--- config.mk ---
export PLATFORM = sky130hd
export DESIGN_NAME = chrono_multi_timer
export DESIGN_NICKNAME = d
export VERILOG_FILES = /design/src/rtl/chrono_multi_timer.sv
export SDC_FILE = /design/constraint.sdc
export NUM_CORES = 1
export LEC_CHECK = 0
export BUFFER_PORTS_ARGS = -buffer_cell sky130_fd_sc_hd__buf_2
export CAP_MARGIN = 20
export CORE_MARGIN = 4
export CORE_UTILIZATION = 55
export DETAILED_ROUTE_END_ITERATION = 7
export GPL_TIMING_DRIVEN = 1
export PLACE_DENSITY_LB_ADDON = 0.25
export SYNTH_ARGS = -nofsm -noshare
export SYNTH_HDL_FRONTEND = slang
export SYNTH_SLANG_ARGS = --single-unit
--- constraint.sdc ---
create_clock -name clk -period 5.4 [get_ports clk]
set_input_delay 0.81 -clock clk [delete_from_list [all_inputs] [get_ports clk]]
set_output_delay 0.81 -clock clk [all_outputs]
set_load 0.01 [all_outputs]
--- src/rtl/chrono_multi_timer.sv ---
// chrono_multi_timer: 24 h clock with field edit and N_TMR mm:ss countdown timers.
// Define ALARM_EN to add the ALARM_SET mode and the alarm output.
module chrono_multi_timer #(
  parameter int CLK_HZ     = 100_000_000,
  parameter int DEB_CYCLES = 15_000_000,
  parameter int N_TMR      = 2,
  parameter int TMR_MAXMIN = 99
) (
  input  logic             clk,
  input  logic             reset_n,
  input  logic             btn_mode,
  input  logic             btn_shift,
  input  logic             btn_inc,
  input  logic             btn_ss,
  input  logic             btn_clr,
  output logic [4:0]       hours,
  output logic [6:0]       minutes,
  output logic [5:0]       seconds,
  output logic [2:0]       mode_led,
  output logic             edit_field,
  output logic [2:0]       tmr_sel,
  output logic [N_TMR-1:0] tmr_run,
  output logic [N_TMR-1:0] tmr_done,
  output logic             sec_tick,
  output logic             alarm
);

  localparam int PW = (CLK_HZ > 1) ? $clog2(CLK_HZ) : 1;
  localparam int DW = $clog2(DEB_CYCLES + 1);
  localparam int B_SS = 0, B_INC = 1, B_SHIFT = 2, B_MODE = 3, B_CLR = 4;

  typedef enum logic [1:0] {
    M_CLOCK = 2'd0,
    M_EDIT  = 2'd1,
    M_TIMER = 2'd2,
    M_ALARM = 2'd3
  } mode_t;

  logic [PW-1:0]    presc_q, presc_d;
  logic             sec_tick_q, sec_tick_d;
  logic [4:0]       btn_raw, lock_q, lock_d, fire, act;
  logic [DW-1:0]    hold_q [5];
  logic [DW-1:0]    hold_d [5];
  mode_t            mode_q, mode_d;
  logic             field_q, field_d;
  logic [2:0]       sel_q, sel_d;
  logic [4:0]       hh_q, hh_d;
  logic [5:0]       mm_q, mm_d, ss_q, ss_d;
  logic [6:0]       t_mm_q [N_TMR];
  logic [6:0]       t_mm_d [N_TMR];
  logic [5:0]       t_ss_q [N_TMR];
  logic [5:0]       t_ss_d [N_TMR];
  logic [N_TMR-1:0] run_q, run_d, done_q, done_d;
  logic [4:0]       hours_q, hours_d;
  logic [6:0]       minutes_q, minutes_d;
  logic [5:0]       seconds_q, seconds_d;
  logic [2:0]       led_q, led_d;
  logic             tick, edit_hit;

`ifdef ALARM_EN
  logic [4:0]       al_hh_q, al_hh_d;
  logic [5:0]       al_mm_q, al_mm_d;
  logic             armed_q, armed_d, ring_q, ring_d, clk_adv;
  logic [5:0]       ring_cnt_q, ring_cnt_d;
`endif

  assign btn_raw = {btn_clr, btn_mode, btn_shift, btn_inc, btn_ss};
  assign tick    = sec_tick_q;

  always_comb begin
    presc_d    = (presc_q == PW'(CLK_HZ - 1)) ? '0 : presc_q + 1'b1;
    sec_tick_d = (presc_d == PW'(CLK_HZ - 1));
  end

  // A button held through reset stays locked until it is released.
  always_comb begin
    for (int i = 0; i < 5; i++) begin
      lock_d[i] = lock_q[i] & btn_raw[i];
      hold_d[i] = '0;
      fire[i]   = 1'b0;
      if (btn_raw[i] && !lock_q[i]) begin
        fire[i]   = (hold_q[i] == DW'(DEB_CYCLES - 1));
        hold_d[i] = (hold_q[i] == DW'(DEB_CYCLES)) ? hold_q[i] : hold_q[i] + 1'b1;
      end
    end
    act = '0;
    if (fire[B_CLR])        act[B_CLR]   = 1'b1;
    else if (fire[B_MODE])  act[B_MODE]  = 1'b1;
    else if (fire[B_SHIFT]) act[B_SHIFT] = 1'b1;
    else if (fire[B_INC])   act[B_INC]   = 1'b1;
    else if (fire[B_SS])    act[B_SS]    = 1'b1;
  end

  always_comb begin
    mode_d  = mode_q;
    field_d = field_q;
    sel_d   = sel_q;
    if (act[B_MODE]) begin
      field_d = 1'b1;
      case (mode_q)
        M_CLOCK: mode_d = M_EDIT;
        M_EDIT:  mode_d = M_TIMER;
`ifdef ALARM_EN
        M_TIMER: mode_d = M_ALARM;
`endif
        default: mode_d = M_CLOCK;
      endcase
    end else if (act[B_SHIFT]) begin
      case (mode_q)
        M_EDIT, M_ALARM: field_d = ~field_q;
        M_TIMER: begin
          if (field_q) begin
            field_d = 1'b0;
          end else begin
            field_d = 1'b1;
            sel_d   = (sel_q == 3'(N_TMR - 1)) ? 3'd0 : sel_q + 3'd1;
          end
        end
        default: ;
      endcase
    end
  end

  // Edits in EDIT mode take precedence over a coincident second tick.
  always_comb begin
    hh_d     = hh_q;
    mm_d     = mm_q;
    ss_d     = ss_q;
    edit_hit = (mode_q == M_EDIT) && (act[B_INC] || act[B_CLR]);
    if (mode_q == M_EDIT && act[B_CLR]) begin
      hh_d = '0;
      mm_d = '0;
      ss_d = '0;
    end else if (mode_q == M_EDIT && act[B_INC]) begin
      ss_d = '0;
      if (field_q) hh_d = (hh_q == 5'd23) ? 5'd0 : hh_q + 5'd1;
      else         mm_d = (mm_q == 6'd59) ? 6'd0 : mm_q + 6'd1;
    end else if (tick) begin
      if (ss_q == 6'd59) begin
        ss_d = '0;
        if (mm_q == 6'd59) begin
          mm_d = '0;
          hh_d = (hh_q == 5'd23) ? 5'd0 : hh_q + 5'd1;
        end else begin
          mm_d = mm_q + 6'd1;
        end
      end else begin
        ss_d = ss_q + 6'd1;
      end
    end
  end

  // Button actions on the selected channel win over a coincident tick.
  always_comb begin
    for (int i = 0; i < N_TMR; i++) begin
      t_mm_d[i] = t_mm_q[i];
      t_ss_d[i] = t_ss_q[i];
      run_d[i]  = run_q[i];
      done_d[i] = 1'b0;
      if (mode_q == M_TIMER && sel_q == 3'(i) && act[B_CLR]) begin
        t_mm_d[i] = '0;
        t_ss_d[i] = '0;
        run_d[i]  = 1'b0;
      end else if (mode_q == M_TIMER && sel_q == 3'(i) && act[B_SS]) begin
        if (run_q[i])                             run_d[i] = 1'b0;
        else if (t_mm_q[i] != '0 || t_ss_q[i] != '0) run_d[i] = 1'b1;
      end else if (mode_q == M_TIMER && sel_q == 3'(i) && act[B_INC] && !run_q[i]) begin
        if (field_q) t_mm_d[i] = (t_mm_q[i] == 7'(TMR_MAXMIN)) ? 7'd0 : t_mm_q[i] + 7'd1;
        else         t_ss_d[i] = (t_ss_q[i] == 6'd59) ? 6'd0 : t_ss_q[i] + 6'd1;
      end else if (tick && run_q[i]) begin
        if (t_ss_q[i] == '0) begin
          t_mm_d[i] = t_mm_q[i] - 7'd1;
          t_ss_d[i] = 6'd59;
        end else begin
          t_ss_d[i] = t_ss_q[i] - 6'd1;
        end
        if (t_mm_q[i] == '0 && t_ss_q[i] == 6'd1) begin
          run_d[i]  = 1'b0;
          done_d[i] = 1'b1;
        end
      end
    end
  end

`ifdef ALARM_EN
  always_comb begin
    al_hh_d    = al_hh_q;
    al_mm_d    = al_mm_q;
    armed_d    = armed_q;
    ring_d     = ring_q;
    ring_cnt_d = ring_cnt_q;
    clk_adv    = tick && !edit_hit;
    if (mode_q == M_ALARM) begin
      if (act[B_CLR])     armed_d = 1'b0;
      else if (act[B_SS]) armed_d = ~armed_q;
      else if (act[B_INC]) begin
        if (field_q) al_hh_d = (al_hh_q == 5'd23) ? 5'd0 : al_hh_q + 5'd1;
        else         al_mm_d = (al_mm_q == 6'd59) ? 6'd0 : al_mm_q + 6'd1;
      end
    end
    if (ring_q) begin
      if (|act) ring_d = 1'b0;
      else if (tick) begin
        if (ring_cnt_q == 6'd59) ring_d = 1'b0;
        else                     ring_cnt_d = ring_cnt_q + 6'd1;
      end
    end else if (armed_q && clk_adv && hh_d == al_hh_q && mm_d == al_mm_q && ss_d == '0) begin
      ring_d     = 1'b1;
      ring_cnt_d = '0;
    end
  end
`endif

  // Display follows next state so the registered outputs line up with the state flops.
  always_comb begin
    hours_d   = hh_d;
    minutes_d = {1'b0, mm_d};
    seconds_d = ss_d;
    led_d     = 3'b100;
    case (mode_d)
      M_EDIT: led_d = 3'b010;
      M_TIMER: begin
        led_d     = 3'b001;
        hours_d   = {2'b00, sel_d};
        minutes_d = '0;
        seconds_d = '0;
        for (int i = 0; i < N_TMR; i++) begin
          if (sel_d == 3'(i)) begin
            minutes_d = t_mm_d[i];
            seconds_d = t_ss_d[i];
          end
        end
      end
`ifdef ALARM_EN
      M_ALARM: begin
        led_d     = 3'b111;
        hours_d   = al_hh_d;
        minutes_d = {1'b0, al_mm_d};
        seconds_d = '0;
      end
`endif
      default: ;
    endcase
  end

  always_ff @(posedge clk) begin
    if (!reset_n) begin
      presc_q    <= '0;
      sec_tick_q <= 1'b0;
      lock_q     <= '1;
      for (int i = 0; i < 5; i++) hold_q[i] <= '0;
      mode_q     <= M_CLOCK;
      field_q    <= 1'b1;
      sel_q      <= '0;
      hh_q       <= '0;
      mm_q       <= '0;
      ss_q       <= '0;
      for (int i = 0; i < N_TMR; i++) begin
        t_mm_q[i] <= '0;
        t_ss_q[i] <= '0;
      end
      run_q      <= '0;
      done_q     <= '0;
      hours_q    <= '0;
      minutes_q  <= '0;
      seconds_q  <= '0;
      led_q      <= 3'b100;
`ifdef ALARM_EN
      al_hh_q    <= '0;
      al_mm_q    <= '0;
      armed_q    <= 1'b0;
      ring_q     <= 1'b0;
      ring_cnt_q <= '0;
`endif
    end else begin
      presc_q    <= presc_d;
      sec_tick_q <= sec_tick_d;
      lock_q     <= lock_d;
      for (int i = 0; i < 5; i++) hold_q[i] <= hold_d[i];
      mode_q     <= mode_d;
      field_q    <= field_d;
      sel_q      <= sel_d;
      hh_q       <= hh_d;
      mm_q       <= mm_d;
      ss_q       <= ss_d;
      for (int i = 0; i < N_TMR; i++) begin
        t_mm_q[i] <= t_mm_d[i];
        t_ss_q[i] <= t_ss_d[i];
      end
      run_q      <= run_d;
      done_q     <= done_d;
      hours_q    <= hours_d;
      minutes_q  <= minutes_d;
      seconds_q  <= seconds_d;
      led_q      <= led_d;
`ifdef ALARM_EN
      al_hh_q    <= al_hh_d;
      al_mm_q    <= al_mm_d;
      armed_q    <= armed_d;
      ring_q     <= ring_d;
      ring_cnt_q <= ring_cnt_d;
`endif
    end
  end

  assign hours      = hours_q;
  assign minutes    = minutes_q;
  assign seconds    = seconds_q;
  assign mode_led   = led_q;
  assign edit_field = field_q;
  assign tmr_sel    = sel_q;
  assign tmr_run    = run_q;
  assign tmr_done   = done_q;
  assign sec_tick   = sec_tick_q;
`ifdef ALARM_EN
  assign alarm      = ring_q;
`else
  assign alarm      = 1'b0;
`endif

endmodule

==> impl_results.md <==
* Fin Setup TNS at 0 ns
* Met2 WL at 12.21 mm
* CTS tree: yes
* RePlAce Congestion at 0.9098
* Total track usage at 22.17%
* Area Overhead vs Synth at 10.77%
* WHS Path Cells at 2
* Worst-case reg-to-reg path depth at 12
* CP Class: flop to flop
* Post-synth EDFFs at 0
* Max cap viols at 0
* Flop2flop setup slack at 1.54 ns
* Asr flop ratio synth at 0%
* Period minus WS final at 3.858 ns
* Die Wd at 154.3 µm
* Utilization after layout at 62.05%
* Top cells by area, synth: dfxtp_1 39%, nor2_1 6.8%, xor2_1 5.7%, nand2_1 4.0%, xnor2_1 3.6%
* Slew Viols, Final at 0
* Setup Viol. Count Final at 0
* Top sig layer: met4
* Hold path endpoint: lock_q[0]$_SDFF_PN1_
* Number of synthesized register bits at 227
* Fin crit share at 71.45%
* Initial antenna violation count at 0
* Post-Syn Nets at 1,487
* CP Data Required Time at 5.81 ns
* Hold Fails Final Rpt at 0
* # diodes at 0
* Clock Sinks at 227
* Most instantiated cells after synthesis: 227 x dfxtp_1, 213 x nor2_1, 124 x nand2_1
* Primary FF master, synth: dfxtp_1
* Final instance area at 13,040 µm²
* Post-CTS setup buffer count at 0
* TritonCTS Buffers at 25
* Routed length per instance at 15.42 µm
* Clk pin slew, worst setup/hold paths at 0.06 ns
* I/O Pins at 38
* Synth top area share at 38.59%
* R2R Path End: minutes[4]$_SDFF_PN0_
* DRT iter0 DRCs at 649
* Synth warnings at 0
* Syn Area/Cell at 8.110 µm²
* Most common cell in the netlist: dfxtp_1
* Metal3 WL at 1.541 mm
* Port Buf Inserts at 36
* Setup crit end kind: flop
* Post-synthesis sequential area ratio at 38.59%
* Clock Root Buffer: clkbuf_16
* Core Box Area at 21,020 µm²
* First-pass iteration count of the detailed router at 5
* Dpl hpwl at 19.13 mm
* Critical Path Start Type: flop
* Gate Count Post-Synth at 1,452
* Peak supply drop at 0.2496 mV
* PwrDens at 278.2 nW/µm²
* Worst-path maximum fanout at 6
* Dominant cell type by area after synthesis: dfxtp_1
* DR vias at 10,420
* CTS resizes at 0
* Final wirelength at 27.12 mm
* Initial Util at 56.01%
* Share of layout cells above drive strength 1 at 6.941%
* Drt via density at 5.925
* Largest net degree at the start of global routing at 32
* Yosys cell types at 75
* First-pass GRT wire length at 45.75 mm
* Status: complete, no violations
* Grt total ovfl at 0
* P_leak at 4.543 nW
* H-tree Lvls at 1
* Die area at 23,810 µm²
* WL met1 at 12.63 mm
* Hold Crit Class: flop to flop
* CTS Buffer Depth at 3
* RSZ-0062 raised after global routing: false
* R2R Path Start: hold_q[0][91]$_SDFFE_PN0P_
* Clk Latency, worst-skew pair at 0.52 ns
* Fmax at 259.2 MHz
* Final ANT Viol Nets at 0
* Die height at 154.3 µm
* Worst-Margin Slew at 0.9413 ns
* DRC violations left at 0
* CTS Hold Bufs at 0
* Worst hold start: lock_q[0]$_SDFF_PN1_
* Nets at 1,502
* Max-slew headroom at 37.06%
* Skew final at 0.01398 ns
* Synthesized cell area at 11,780 µm²
* Std cell rows at 53
* Area after detailed placement at 12,140 µm²
* CP arrival at 4.27 ns
* Design Power at 0.003629 W
* Vias in the first global route at 9,523
-- worst max-delay path, stage by stage, from the launching register on --
cell,delay [ns]
dfxtp_1,0.32
or4bb_1,0.54
nor4_1,0.67
nand2_1,0.15
nor2_1,0.22
mux2i_1,0.32
inv_1,0.08
ha_1,0.22
nand2_1,0.19
inv_1,0.14
a41oi_1,0.48
nor2_1,0.12
a221o_1,0.28
-- flip-flops by register name, summed over array words and instances, names as in the netlist, 3 cells and up --
name      cells
ss_q          6
hh_q          5
t_ss_q       12
mode_led      3
seconds       6
tmr_sel       3
hours         5
mm_q          6
hold_q      120
presc_q      27
minutes       7
lock_q        5
t_mm_q       14
-- cells in the final DEF (no fill, tap or decap), types with 37 or more instances in the layout --
master / instances
a21oi_1: 68
and3_1: 44
dfxtp_1: 227
inv_1: 48
nand2_1: 124
nand3_1: 76
nand4_1: 37
nor2_1: 213
nor3_1: 42
o21ai_0: 60
xnor2_1: 48
xor2_1: 76
-- through the flow --
step | instances | hold WS [ns] | worst slack [ns]
after floorplan | 1452 | 0.4258 | 1.969
after global placement | 1714 | 0.4379 | 1.435
after detailed placement | 1715 | 0.4470 | 1.281
after CTS | 1759 | 0.4548 | 1.576
after global routing | 1759 | 0.4705 | 1.284
final | 1759 | 0.4536 | 1.542
-- routing by layer --
layer  global-route usage, %  vias to the layer above
met4                   6.602                        0
met1                   30.68                     4881
met3                   3.274                       55
met5                       0                        -
li1                        -                     5193
met2                   36.06                      293
-- final cells by class --
class                      instances  area, µm²
multi-input combinational       1122       6837
clock inverter                     8      148.9
clock buffer                      36      757.0
inverter                          48      180.2
sequential                       227       4544
timing repair buffer              43      232.7
tap                              275      344.1
fill                            1825       7978
-- power breakdown --
part	internal (W)	switching [W]	leakage [nW]
registers	0.00169	0.0000136	1.83
logic	0.0000323	0.0000573	2.27
clock network	0.00116	0.000680	0.440
total	0.00288	0.000751	4.54
-- worst max-delay path by stage --
stage | from | endpoint | slack [ns] | cells after the start
6_report | hold_q[0][91]$_SDFFE_PN0P_ | minutes[4]$_SDFF_PN0_ | 1.54 | 12
5_1_grt | hold_q[0][91]$_SDFFE_PN0P_ | minutes[2]$_SDFF_PN0_ | 1.28 | 12
4_1_cts | hold_q[0][91]$_SDFFE_PN0P_ | minutes[4]$_SDFF_PN0_ | 1.58 | 12
3_5_place_dp | btn_mode | minutes[4]$_SDFF_PN0_ | 1.28 | 13
3_3_place_gp | btn_mode | minutes[4]$_SDFF_PN0_ | 1.44 | 13
2_1_floorplan | btn_mode | seconds[4]$_SDFF_PN0_ | 1.97 | 10
-- cell families after synthesis --
family	synth area share (%)
simple gates	32.47
flops	38.59
xor+xnor	9.223
buf+inv	3.347
other cells	0.03185
mux	1.498
compound gates	11.86
fa+ha+maj	2.975
No activity file was read; power rests on OpenSTA's default activity.
